**config.mk**
```make
export PLATFORM = sky130hd
export DESIGN_NAME = microprocessador_ciclo_unico
export DESIGN_NICKNAME = d
export VERILOG_FILES = /design/src/rtl/fileReg_pkg.sv /design/src/rtl/dff_en_arst.sv /design/src/rtl/microprocessador_ciclo_unico.sv
export SDC_FILE = /design/constraint.sdc
export NUM_CORES = 1
export LEC_CHECK = 0
export CAP_MARGIN = 10
export CELL_PAD_IN_SITES_DETAIL_PLACEMENT = 2
export CELL_PAD_IN_SITES_GLOBAL_PLACEMENT = 2
export CORE_MARGIN = 4
export CORE_UTILIZATION = 23
export DETAILED_ROUTE_END_ITERATION = 6
export PLACE_DENSITY_LB_ADDON = 0.08
export SETUP_SLACK_MARGIN = 0.05
export SLEW_MARGIN = 20
export SYNTH_ARGS = -nofsm -noshare
export SYNTH_HDL_FRONTEND = slang
export SYNTH_SLANG_ARGS = --single-unit
```
**constraint.sdc**
```tcl
create_clock -name clk -period 1.2 [get_ports clk]
set_clock_uncertainty 0.05 [all_clocks]
set_input_delay 0.18 -clock clk [delete_from_list [all_inputs] [get_ports clk]]
set_output_delay 0.18 -clock clk [all_outputs]
set_load 0.03 [all_outputs]
```
**src/rtl/fileReg_pkg.sv**
```systemverilog
// fileReg_pkg
// Shared definitions for the datapath register blocks of the single-cycle
// processor: default data width, default reset value and the data-word type
// used by every register slice that sits on the write-back bus.
package fileReg_pkg;

  // Default width of a datapath register.
  localparam int unsigned FILEREG_WIDTH_DEF = 8;

  // One datapath word at the default width.
  typedef logic [FILEREG_WIDTH_DEF-1:0] fileRegWord_t;

  // Value a datapath register takes while reset is held.
  localparam fileRegWord_t FILEREG_RST_VAL_DEF = 8'h00;

endpackage : fileReg_pkg

```
**src/rtl/dff_en_arst.sv**
```systemverilog
// dff_en_arst
// WIDTH-bit register with a load enable and an asynchronous active-low reset
// that forces RESET_VALUE.
//
// Ports:
//   clk_i   in   1      rising-edge clock
//   rst_ni  in   1      asynchronous reset, active-low
//   en_i    in   1      load enable, sampled on the rising edge
//   d_i     in   WIDTH  data captured when en_i is high
//   q_o     out  WIDTH  stored value
module dff_en_arst
  import fileReg_pkg::*;
#(
  parameter int unsigned           WIDTH       = FILEREG_WIDTH_DEF,
  parameter logic [WIDTH-1:0]      RESET_VALUE = WIDTH'(FILEREG_RST_VAL_DEF)
) (
  input  logic             clk_i,
  input  logic             rst_ni,
  input  logic             en_i,
  input  logic [WIDTH-1:0] d_i,
  output logic [WIDTH-1:0] q_o
);

  logic [WIDTH-1:0] storeQ;
  logic [WIDTH-1:0] storeD;

  // Next value: take the new data when enabled, otherwise keep what is stored.
  always_comb begin
    storeD = storeQ;
    if (en_i) begin
      storeD = d_i;
    end
  end

  // State register; reset acts immediately, independent of the clock.
  always_ff @(posedge clk_i or negedge rst_ni) begin
    if (!rst_ni) begin
      storeQ <= RESET_VALUE;
    end else begin
      storeQ <= storeD;
    end
  end

  assign q_o = storeQ;

endmodule : dff_en_arst

```
**src/rtl/microprocessador_ciclo_unico.sv**
```systemverilog
// microprocessador_ciclo_unico
// File-register slice of the single-cycle processor datapath. The write-back
// stage drives d_in/load; operand readers observe q_out. A loaded value shows
// up on q_out one rising edge after it is written and is held until the next
// load or until reset clears it.
//
// Optional feature (macro FILEREG_BYPASS_EN, undefined by default):
//   When defined, a write-through bypass presents d_in on q_out while load is
//   high and reset is released, so a reader sees the write in the same cycle.
//   Reset still forces RESET_VALUE on q_out.
//
// Ports:
//   clk    in   1      rising-edge clock
//   reset  in   1      asynchronous reset, active-low (0 = in reset)
//   load   in   1      write enable, sampled on the rising edge
//   d_in   in   WIDTH  write data
//   q_out  out  WIDTH  current register contents (or bypassed write data)
module microprocessador_ciclo_unico
  import fileReg_pkg::*;
#(
  parameter int unsigned      WIDTH       = FILEREG_WIDTH_DEF,
  parameter logic [WIDTH-1:0] RESET_VALUE = WIDTH'(FILEREG_RST_VAL_DEF)
) (
  input  logic             clk,
  input  logic             reset,
  input  logic             load,
  input  logic [WIDTH-1:0] d_in,
  output logic [WIDTH-1:0] q_out
);

  logic [WIDTH-1:0] regValue;

  dff_en_arst #(
    .WIDTH       (WIDTH),
    .RESET_VALUE (RESET_VALUE)
  ) u_storage (
    .clk_i  (clk),
    .rst_ni (reset),
    .en_i   (load),
    .d_i    (d_in),
    .q_o    (regValue)
  );

`ifdef FILEREG_BYPASS_EN
  // Write-through: forward the incoming word while a write is in progress.
  // During reset regValue is already RESET_VALUE, so gating on reset keeps
  // reset dominant over the bypass.
  always_comb begin
    q_out = regValue;
    if (reset && load) begin
      q_out = d_in;
    end
  end
`else
  assign q_out = regValue;
`endif

endmodule : microprocessador_ciclo_unico

```
==> flow_summary.ini <==
[status]
status = finished clean

[synth]
yosysWarningCount = 0
synth.yosys.seq_area_share = 0.604
ys_types = 3
synth_common_cells = dfrtp_1, mux2_4, buf_6
syn-cell-area_um2 = 332
synth-main-ff-cell = dfrtp_1
yosysTopAreaCell = dfrtp_1
ys_ff_latch = 8
syn_area_per_cell_um2 = 19.5
synth.area.top_cells = dfrtp_1, mux2_4, buf_6
synth.top_cell.area_share = 0.604
synth_edf_count = 0
postSynth.asyncResetShare = 1.00
syn_nets = 28
synthCells = 17

[final_layout]
fin_nets = 52
layout-drive-gt1-share = 0.538
largest_reg_flops = 8
syn_to_final_growth_pct = 61.9
finalNonFillerCells = 54
diodes = 0

[critical_path]
endpoint_kind = flop
crit_path_cell_trace = clkdlybuf4s50_1, buf_4, mux2_4
slowest_delay_ps = 480
r2r_cells = 1
critPathMaxFanout = 4
critPathLaunchType = input port
r2r-end = u_storage.q_o[7]
worst_path_max_delay_cell = clkdlybuf4s50_1
r2r_start = u_storage.q_o[7]
crit_start = load
crit_arrival_ps = 1120
reg2reg_slack_ps = 380
required_ps = 1280
crit_type = in2reg

[timing]
finalSetupViolCount = 0
drv_slew = 0
hold_violations = 0
tightestPinTransition_ps = 377
max_freq_mhz = 957
fin_crit_sh = 0.871
rsz0062_at_grt = no
min_period_ps = 1050
slew_headroom = 0.748

[job]
drv_cap = 0

[pwr]
ir_drop_uv = 459
p_leak_nw = 0.260
power_frac_clock = 0.279
p_switching_w = 0.000192
power_frac_seq = 0.441
powerDensity_nw_per_um2 = 1320
swShare = 0.271
cellInternalPower_w = 0.000517
pwr-share-comb = 0.280
p_total_w = 0.000709

[clocking]
cts-buffers-inserted = 3
clk_pin_slew_ps = 60
cts_setup_buffers = 0
clkSinkCount = 8
cts_tree = done
htree_num_levels = 1
cts-hold-fix-buffers = 0
root_buffer = clkbuf_4
clk_latency_ps = 240
cts-resized-gates = 0
ctsLongestPathBuffers = 2

[routing]
wl_per_cell_um = 15.8
wl_met2_um = 419
topRoutingLayerUsed = met4
dr_wl_met3_um = 88
viasPerCell = 4.19
drt-initial-drc-count = 0
drc = 0
vias = 226
antenna_left = 0
firstDrtPassIters = 1
wl_met1_um = 334
wl_um = 854

[hold_path]
worst_hold_path_type = in2async

[die]
ios = 19
start_util = 0.249
num_rows = 13
die_h_um = 46.0
die_area_um2 = 2110
die_w_um = 46.0
core_area_um2 = 1330

[global_routing]
first_global_vias = 279
grt_max_degree = 9
antenna_found_initial = 0
grt_overflow = 0
grt_pass1_wl_mm = 1.45
grt.total_usage = 0.103

[placed_design]
dp_hpwl_um = 709
dp_cells = 51
place_congestion = 0.636
portBuffers = 18
cell type report:
type                       count  area (µm²)
fill                         147         797
sequential                     8         200
multi-input combinational      8         120
timing repair buffer          20         175
tap                           15        18.8
clock buffer                   3        22.5
worst max path at each step:
stage,slack [ps],to
after global routing,120,q_out[1]
after detailed placement,-110,u_storage.q_o[6]
final,150,u_storage.q_o[7]
after floorplan,260,u_storage.q_o[0]
after global placement,-80,u_storage.q_o[3]
after CTS,150,u_storage.q_o[6]
metrics by stage:
stage | hold WS, ps | util | setup TNS, ps | setup WS (ps) | cell area [µm²]
2_1_floorplan | -166 | - | 0 | 261 | 332
5_1_grt | 189 | 0.402 | 0 | 120 | 537
3_3_place_gp | 422 | 0.386 | -624 | -81.9 | 514
6_report | 170 | 0.402 | 0 | 155 | 537
4_1_cts | 179 | 0.402 | 0 | 154 | 537
3_5_place_dp | 448 | 0.386 | -815 | -109 | 514
power by group through the flow:
stage,logic (W),clock network (W),registers [W]
after floorplan,0.0000530,0,0.000370
after global placement,0.000196,0,0.000316
after detailed placement,0.000201,0,0.000318
after CTS,0.000203,0.000212,0.000313
after global routing,0.000209,0.000240,0.000316
final,0.000198,0.000198,0.000313
cell usage in the layout, fill, tap and decap left out:
cell type / instances
buf_4: 10
clkbuf_4: 3
mux2_4: 8
clkdlybuf4s50_1: 10
dfrtp_1: 8
metal layers:
layer  GRT usage  vias up
met5           0        -
met4      0.0682        0
met3      0.0395        2
met2       0.148       11
met1       0.126      109
li1            -      104
cells by family (layout without fill, tap and decap cells):
family | count (synthesis) | after routing | synth area share
flip-flops | 8 | 8 | 0.604
multiplexers | 8 | 8 | 0.362
buffers and inverters | 1 | 23 | 0.0340
worst max-delay path, delay by kind of cell:
kind	cells	cell delay [ps]
buffers and inverters	2	640
muxes	1	300
(Power assumes the default switching activity.)
